### src/rtl/jk_excitation_driver.sv
// Command side for a bank of gated JK flip-flops: derives J/K drive from the bank's
// current Q, issues one clock-enable strobe, waits a settle time and checks the result.
module jk_excitation_driver #(
    parameter int unsigned N      = 4,
    parameter int unsigned SETTLE = 4,
    parameter int unsigned CNT_W  = 8
) (
    input  logic             clk1,
    input  logic             rst,
    input  logic             tgt_valid,
    output logic             tgt_ready,
    input  logic [N-1:0]     tgt_data,
    input  logic [N-1:0]     tgt_care,
    input  logic [N-1:0]     q_in,
    output logic [N-1:0]     j_out,
    output logic [N-1:0]     k_out,
    output logic             ff_en,
    output logic             busy,
    output logic             done,
    output logic             err,
    output logic [N-1:0]     err_bits,
    output logic [CNT_W-1:0] err_cnt,
    input  logic             clr_err
);

    typedef enum logic [1:0] {StIdle, StApply, StWait, StCheck} state_e;

    localparam logic [3:0] SettleLd = 4'(SETTLE - 1);

    state_e           state_q, state_d;
    logic [3:0]       cnt_q, cnt_d;
    logic [N-1:0]     tgt_q, tgt_d;
    logic [N-1:0]     care_q, care_d;
    logic [N-1:0]     j_q, j_d;
    logic [N-1:0]     k_q, k_d;
    logic [N-1:0]     err_bits_q, err_bits_d;
    logic [CNT_W-1:0] err_cnt_q, err_cnt_d;
    logic [N-1:0]     mism;

    always_comb begin
        state_d    = state_q;
        cnt_d      = cnt_q;
        tgt_d      = tgt_q;
        care_d     = care_q;
        j_d        = j_q;
        k_d        = k_q;
        err_bits_d = err_bits_q;
        err_cnt_d  = err_cnt_q;
        tgt_ready  = 1'b0;
        busy       = 1'b1;
        j_out      = '0;
        k_out      = '0;
        ff_en      = 1'b0;
        done       = 1'b0;
        err        = 1'b0;
        mism       = (q_in ^ tgt_q) & care_q;

        case (state_q)
            StIdle: begin
                tgt_ready = 1'b1;
                busy      = 1'b0;
                if (tgt_valid) begin
                    tgt_d   = tgt_data;
                    care_d  = tgt_care;
                    // Excitation never requests toggle: J and K are mutually exclusive.
                    j_d     = ~q_in & tgt_data & tgt_care;
                    k_d     = q_in & ~tgt_data & tgt_care;
                    state_d = StApply;
                end
            end
            StApply: begin
                j_out   = j_q;
                k_out   = k_q;
                ff_en   = 1'b1;
                cnt_d   = SettleLd;
                state_d = StWait;
            end
            StWait: begin
                j_out = j_q;
                k_out = k_q;
                if (cnt_q == 4'd0) begin
                    state_d = StCheck;
                end else begin
                    cnt_d = cnt_q - 4'd1;
                end
            end
            StCheck: begin
                done       = 1'b1;
                err_bits_d = mism;
                if (|mism) begin
                    err = 1'b1;
                    if (err_cnt_q != {CNT_W{1'b1}}) begin
                        err_cnt_d = err_cnt_q + CNT_W'(1);
                    end
                end
                state_d = StIdle;
            end
            default: state_d = StIdle;
        endcase

        // Clear takes priority over a coincident failing check.
        if (clr_err) begin
            err_cnt_d  = '0;
            err_bits_d = '0;
        end
    end

    always_ff @(posedge clk1) begin
        if (rst) begin
            state_q    <= StIdle;
            cnt_q      <= '0;
            tgt_q      <= '0;
            care_q     <= '0;
            j_q        <= '0;
            k_q        <= '0;
            err_bits_q <= '0;
            err_cnt_q  <= '0;
        end else begin
            state_q    <= state_d;
            cnt_q      <= cnt_d;
            tgt_q      <= tgt_d;
            care_q     <= care_d;
            j_q        <= j_d;
            k_q        <= k_d;
            err_bits_q <= err_bits_d;
            err_cnt_q  <= err_cnt_d;
        end
    end

    assign err_bits = err_bits_q;
    assign err_cnt  = err_cnt_q;

endmodule

### config.mk
export PLATFORM = sky130hd
export DESIGN_NAME = jk_excitation_driver
export DESIGN_NICKNAME = d
export VERILOG_FILES = /design/src/rtl/jk_excitation_driver.sv
export SDC_FILE = /design/constraint.sdc
export NUM_CORES = 1
export LEC_CHECK = 0
export CORE_AREA = 5 5 65 67
export DETAILED_ROUTE_END_ITERATION = 8
export DIE_AREA = 0 0 70 72
export GPL_TIMING_DRIVEN = 0
export PLACE_DENSITY = 0.76
export SLEW_MARGIN = 20
export SYNTH_ARGS = -nofsm -noshare
export SYNTH_HDL_FRONTEND = slang
export SYNTH_SLANG_ARGS = --single-unit
### constraint.sdc
create_clock -name clk1 -period 2.4 [get_ports clk1]
set_clock_uncertainty 0.2 [all_clocks]
set_input_delay 0.48 -clock clk1 [delete_from_list [all_inputs] [get_ports clk1]]
set_output_delay 0.48 -clock clk1 [all_outputs]
set_load 0.05 [all_outputs]
# Word level (Yosys, flattened, before mapping)

Cells that the tools add are included.

Flip-flop bits (word level): 34
Latch bits: 0
Bits in writable memories: 0
Memory bits (read-only): 0
Input port bits: 16
Output and inout port bits: 25
Word-level logic and storage cells: 48
Memories: 0

$add $sub $neg: 2
Multiply operators: 0
Div/mod/pow operators: 0
Order comparisons: 0
Equal/unequal tests: 7
Shifts and indexed selects: 0
Mux-type cells: 13
Bitwise operators: 8
Reduce and logical (&&, ||, !) cells: 10

Operator list:

| kind                                             | count |
|---|---|
| AND 4 bit                                        | 5 |
| 2-to-1 mux 4 bit                                 | 3 |
| adder 8 x 1 -> 8 bit, second input constant      | 1 |
| inequality test 8 bit, second input constant     | 1 |
| NOT 4 bit                                        | 2 |
| case mux 2 bit (4 select lines)                  | 1 |
| case mux 4 bit (2 select lines)                  | 1 |
| 2-to-1 mux 1 bit                                 | 6 |
| inequality test 2 bit, second input constant     | 3 |
| AND reduction 2 bit                              | 3 |
| == test 2 bit, second input constant             | 2 |
| logical NOT 4 bit                                | 1 |
| 2-to-1 mux 2 bit                                 | 2 |
| OR reduction 2 bit                               | 2 |
| OR reduction 4 bit                               | 1 |
| subtractor 4 x 1 -> 4 bit, second input constant | 1 |
| bitwise XOR 4 bit                                | 1 |
| AND reduction 3 bit                              | 1 |
| == test 2 x 1 -> 1 bit, second input constant    | 1 |
| logical NOT 2 bit                                | 1 |
| nonzero test 2 bit                               | 1 |

# Logic depth before layout (Yosys ltp)

Gate-level depths: netlist of the first run.

Depth in word-level cells: 5
Gate-level depth with buffers: 7
Gate-level depth less buffers: 7

# Worst setup path before layout of the first run

OpenSTA, ideal clock, no wires.

Kind: flip-flop to output port
From: register state_q[0]
To: output port err
Arrival time: 1.994 ns
Required time: 1.720 ns
Setup slack: -0.274 ns
Cell stages (with the launch flop): 5
Path buffers: 1
Cell sequence: dfxtp_1 ha_1 clkbuf_1 inv_1 nor2_1

Cells in the longest elaborated chain, start to end: 2

Ends and longest elaborated chain:

| element                | line | text |
|---|---|---|
| start, declared        | 30   | `state_e state_q, state_d;` |
| start signal, assigned | 110  | `state_q <= StIdle;` |
| start signal, assigned | 119  | `state_q <= state_d;` |
| == test 2 bit          | 58   | `case (state_q)` |
| 2-to-1 mux 1 bit       | 58   |  |
| end, declared          | 20   | `output logic err,` |

Every way passes these cells.

# Worst setup path in the final report of the first run

Same ends and word-level chain as after synthesis.

==> summary.txt, run 1 <==
Die X - 70 um
element type at the critical path end - output port
vias in the first global route - 1434
FFs w/ async S/R, synth - 0%
largest net degree at the start of global routing - 11
post-route ant nets - 0
Hold/Removal Path Class - flip-flop to flip-flop
Reg power frac - 38.9%
fin crit share - 95.3%
P&R area growth vs syn - 30.0%
Cell Rows - 22
area of the mapped netlist - 1650 sq um
htree depth - 2
post-synthesis xor/xnor area fraction - 3.18%
Synth Area in Compound Gates - 14.1%
run status - finished clean
WP data required - 1720 ps
final setup TNS - 0 ps
Sink Count - 34
# fillers - 369
Placer Congestion - 0.818
dpl cell area - 2110 sq um
Buf/Inv on CP - 3
Synth top area share - 41.1%
non-filler cells in the finished layout - 303
Nets - 279
die area - 5040 sq um
Power, Total - 1.78 mW
Synth Area in Adders - 6.05%
multiplexer area fraction after synthesis - 0.605%
CP startpoint kind - flip-flop
RSZ-0062 raised after global routing - false
synth warn - 0
initial antenna violation count - 0
Distinct cells, synth - 31
Hold Startpoint - k_q[0]
ANT cells - 0
Clock power frac - 16.1%
Tightest Pin Transition - 684 ps
Synth Area in Simple Gates - 31.5%
Gate power share - 45.0%
Seq/Total Area, Yosys - 41.1%
Design Area, Final - 2150 sq um
largest family of logic cells by synthesized area - simple AND/OR/NAND/NOR gates
ranking of synthesized cells by area - dfxtp_1 (41%), nand2_1 (10%), a21oi_1 (7.6%)
CTS root buf - clkbuf_4
worst slack at placement - -738 ps
Initial DRC Count - 69
worst setup margin - 112 ps
Hold Path End - k_q[0]
hpwl dp - 2.81 mm
Switch Pwr - 0.775 mW
Clk Latency, worst-skew pair - 330 ps
Worst EP arrival - 1610 ps
hold path cells - 2
vias - 1579
CTS tree - yes
Pre-Repair DR Iteration Count - 4
Die Y - 72 um
cell taking the most area after synthesis - dfxtp_1
crit path time final - 2290 ps
pwr dens - 828 nW/um^2
number of hold violations in the final report - 0
dpl cells - 296
clk slew on worst S/H paths - 90 ps
# Max-Cap Violations - 0
initial core utilization - 46.2%
Total Routing Usage GR - 14.7%
Commonest cells post-synth - nand2_1 (46), dfxtp_1 (34), a21oi_1 (25), nor2_1 (17), and2_1 (9)
Num CTS Buffers - 5
clock tree buffer depth - 2
share of layout cells above drive strength 1 - 10.2%
final design utilization - 60.1%
sw frac - 43.5%
Static Leakage - 0.858 nW
Post-synth EDFFs - 0
slowest stage delay, CP - 400 ps
Slew Limit Fails - 0
core area - 3580 sq um
worst-path cell chain - ha_1 > clkbuf_4 > inv_1 > nor2_4 > buf_6
most frequent cell after synthesis - nand2_1
r2r startpoint - err_cnt[0]
I/O pin count - 41
hold_buf cts - 0
fmax - 437 MHz
R2R setup slack - 340 ps
setup violators final - 0
Int Pwr - 1.01 mW
Most used DFF post-synth - dfxtp_1
Mean Syn Cell Area - 7.91 sq um
Syn Nets - 233
first-pass GRT wire length - 6.11 mm
WL final - 3.65 mm
Syn Inst Count - 209
DRC viols - 0
number of vias per cell - 5.21
WL per Instance - 12.1 um
CP Max Fanout - 9
critical path's slowest cell - dfxtp_1
Crit Path Class - flip-flop to output port
final hold slack - 265 ps
r2r worst-path depth - 6
RR Endpoint - err_cnt[5]
Slew HR - 54.0%
#FFs+latches synth - 34
gr ovfl total - 0
I/O Buffers - 39
Worst path top cell family by delay - buffers and inverters
Worst VDD drop - 876 uV
-- sequential cells by signal (all words and copies together), names as in the netlist --
register and cells:
k_q 4, care_q 4, err_bits 4, j_q 4
tgt_q 4, cnt_q 4, state_q 2, err_cnt 8
-- logic make-up after synthesis --
kind of cell / count (synthesis)
AO/OA/AOI/OAI: 39
buffers and inverters: 15
XOR/XNOR: 6
adder cells (fa/ha/maj): 8
flip-flops: 34
multiplexers: 1
AND/OR/NAND/NOR: 106
-- layer usage --
metal,wire [um],up-vias,global-route usage [%]
met5,0,-,0
met1,1720,712,18.4
met2,1610,49,23.9
li1,-,812,-
met3,298,6,5.96
met4,31,0,3.19
-- area by class of cell --
cell class / instances / area (sq um) / share of cell area, %
tap: 48 / 60.1 / 2.79
buffer: 8 / 33.8 / 1.57
sequential: 34 / 681 / 31.6
clock buffer: 7 / 45.0 / 2.09
multi-input combinational: 160 / 935 / 43.5
timing repair buffer: 39 / 370 / 17.2
inverter: 7 / 26.3 / 1.22
-- placed cells by master, fill, tap and decap left out, types with 2 or more instances in the layout --
master	count
dfxtp_1	34
a211oi_1	4
xor2_1	4
ha_1	7
dlymetal6s2s_1	2
or3_1	2
a31oi_1	2
and3_4	2
nand3_1	6
a31o_2	3
and2_1	9
clkbuf_4	14
clkdlybuf4s50_1	22
nand4_1	2
nor3_1	8
nor4_1	2
a21oi_1	25
inv_1	7
nor2_1	16
nand4b_1	5
nand2_1	46
o311ai_0	2
clkbuf_1	9
and3_1	2
dlygate4sd2_1	5
-- tightest hold or removal path: cells and delay by family (launching register included) --
family | cells | cell delay, ps
AND/OR/NAND/NOR | 1 | 50
AO/OA/AOI/OAI | 1 | 50
flip-flops | 1 | 320
-- how the worst max path moves through the flow --
stage / start / end / slack (ps) / cells after the start
floorplan: state_q[0] / err / 90 / 4
global placement: q_in[0] / err / -720 / 6
detailed placement: q_in[0] / err / -740 / 6
CTS: q_in[2] / err / -70 / 6
global route: state_q[1] / k_out[1] / 4 / 4
finish: state_q[0] / err / 110 / 5
-- power groups by stage --
| stage | combinational (mW) | clock (mW) | sequential, mW |
|---|---|---|---|
| 2_1_floorplan | 0.606 | 0 | 0.695 |
| 3_3_place_gp | 0.820 | 0 | 0.703 |
| 3_5_place_dp | 0.829 | 0 | 0.705 |
| 4_1_cts | 0.795 | 0.296 | 0.692 |
| 5_1_grt | 0.894 | 0.330 | 0.705 |
| 6_report | 0.802 | 0.287 | 0.693 |
-- timing repair --
action                     in CTS  in global routing
gates resized for setup        54                 15
setup buffers                   0                  0
pin swaps                       3                  1
setup endpoints to repair      13                 10
Power figures use the tool's default switching activity.
==> run 2: changes to the inputs <==
--- a/config.mk
+++ b/config.mk
@@ -5,11 +5,13 @@
 export SDC_FILE = /design/constraint.sdc
 export NUM_CORES = 1
 export LEC_CHECK = 0
+export CAP_MARGIN = 20
 export CORE_AREA = 5 5 65 67
 export DETAILED_ROUTE_END_ITERATION = 8
 export DIE_AREA = 0 0 70 72
 export GPL_TIMING_DRIVEN = 0
 export PLACE_DENSITY = 0.76
+export SKIP_LAST_GASP = 1
 export SLEW_MARGIN = 20
 export SYNTH_ARGS = -nofsm -noshare
 export SYNTH_HDL_FRONTEND = slang
==> summary.txt, run 2 (same netlist as run 1, synthesis figures left out) <==
fin crit share - 95.8%
slowest stage delay, CP - 400 ps
P&R area growth vs syn - 30.8%
non-filler cells in the finished layout - 303
Switch Pwr - 0.779 mW
dpl cells - 296
critical path's slowest cell - dfxtp_1
fmax - 435 MHz
Nets - 279
Int Pwr - 1.01 mW
Sink Count - 34
I/O pin count - 41
run status - finished clean
initial antenna violation count - 0
pwr dens - 825 nW/um^2
Hold Startpoint - k_q[0]
commonest cells after routing, fill and taps aside - nand2_1 (46), dfxtp_1 (34), a21oi_1 (25), clkdlybuf4s50_1 (22), nor2_1 (16)
max reg flops - 8
Worst VDD drop - 878 uV
CP Max Fanout - 9
core area - 3580 sq um
Static Leakage - 0.876 nW
Slew HR - 52.4%
post-route ant nets - 0
worst-path cell chain - ha_1 > buf_2 > inv_1 > nor2_4 > buf_6
Power, Total - 1.79 mW
clk slew on worst S/H paths - 90 ps
Reg power frac - 39.0%
CP startpoint - state_q[0]
CTS root buf - clkbuf_4
Gate power share - 45.0%
sw frac - 43.6%
htree depth - 2
initial core utilization - 46.2%
Initial DRC Count - 56
WL final - 3.66 mm
Worst EP arrival - 1620 ps
r2r startpoint - err_cnt[0]
Buf/Inv on CP - 3
ANT cells - 0
number of vias per cell - 5.19
# fillers - 364
Clk Latency, worst-skew pair - 330 ps
WP data required - 1720 ps
Total Routing Usage GR - 14.7%
Die Y - 72 um
# Max-Cap Violations - 0
Tightest Pin Transition - 708 ps
setup violators final - 0
WL per Instance - 12.1 um
Crit Path Class - flip-flop to output port
clock tree buffer depth - 2
Hold/Removal Path Class - flip-flop to flip-flop
DRC viols - 0
Die X - 70 um
post-CTS setup buffer count - 0
element type at the critical path end - output port
number of hold violations in the final report - 0
vias in the first global route - 1432
most common cell after layout, fill and taps aside - nand2_1
hpwl dp - 2.81 mm
largest net degree at the start of global routing - 11
crit path time final - 2300 ps
Cell Rows - 22
Slew Limit Fails - 0
die area - 5040 sq um
RSZ-0062 raised after global routing - true
CTS tree - yes
CP startpoint kind - flip-flop
I/O Buffers - 39
share of layout cells above drive strength 1 - 10.6%
Clock power frac - 16.1%
Worst path top cell family by delay - buffers and inverters
gr ovfl total - 0
final setup TNS - 0 ps
Placer Congestion - 0.818
first-pass GRT wire length - 6.10 mm
Num CTS Buffers - 5
vias - 1574
Pre-Repair DR Iteration Count - 4
==> run 2: cell types whose count changed in the layout (fill, tap and decap cells not counted) <==
cell,delta
buf_2,+1
clkbuf_4,-1
dlygate4sd2_1,-2
dlymetal6s2s_1,+2
xor2_1,-1
xor2_2,+1
==> run 2: layout make-up <==
class                      count  area, sq um  area share, %
sequential                    34          681           31.5
inverter                       7         26.3           1.21
buffer                         8         31.3           1.45
multi-input combinational    160          942           43.6
clock buffer                   7         45.0           2.08
tap                           48         60.1           2.78
timing repair buffer          39          378           17.5
==> run 2: what timing repair did <==
action / in CTS / in global routing
hold buffers: 0 / 0
endpoints found under the setup margin: 13 / 10
resized for setup: 50 / 20
pin swaps: 0 / 2
hold endpoints to repair: 0 / 0
==> run 2: worst min-delay path, delay by kind of cell (launching register included) <==
kind | cells | cell delay (ps)
DFF | 1 | 320
AOI/OAI and AO/OA | 1 | 50
and+or+nand+nor | 1 | 50
==> run 2: metal layers <==
| metal | global-route usage (%) | part of all wire, % | vias up |
|---|---|---|---|
| met2 | 23.8 | 45 | 43 |
| met3 | 6.09 | 7.5 | 6 |
| met5 | 0 | 0 | - |
| met4 | 3.19 | 0.85 | 0 |
| li1 | - | - | 810 |
| met1 | 18.4 | 46 | 715 |
==> run 2: power by group through the flow <==
stage                     sequential (mW)  combinational (mW)  clock, mW
after detailed placement            0.705               0.829          0
after global placement              0.703               0.820          0
final                               0.696               0.803      0.287
after floorplan                     0.695               0.606          0
after CTS                           0.692               0.795      0.296
after global routing                0.707               0.895      0.330
==> run 2: final timing paths <==
check	to	slack, ps	cells after the start
hold / removal	k_q[0]	260	2
hold reg to reg	k_q[0]	260	2
setup / recovery	err	100	5
setup reg to reg	err_cnt[5]	340	6
==> run 2: per-stage QoR <==
stage          area, sq um  util [%]  setup WS [ps]  hold slack [ps]
2_1_floorplan         1660         -           93.6              227
3_3_place_gp          2110      59.0           -718              238
3_5_place_dp          2110      59.0           -738              250
4_1_cts               2110      58.9           -192              262
5_1_grt               2160      60.5          -24.2              278
6_report              2160      60.5            101              259
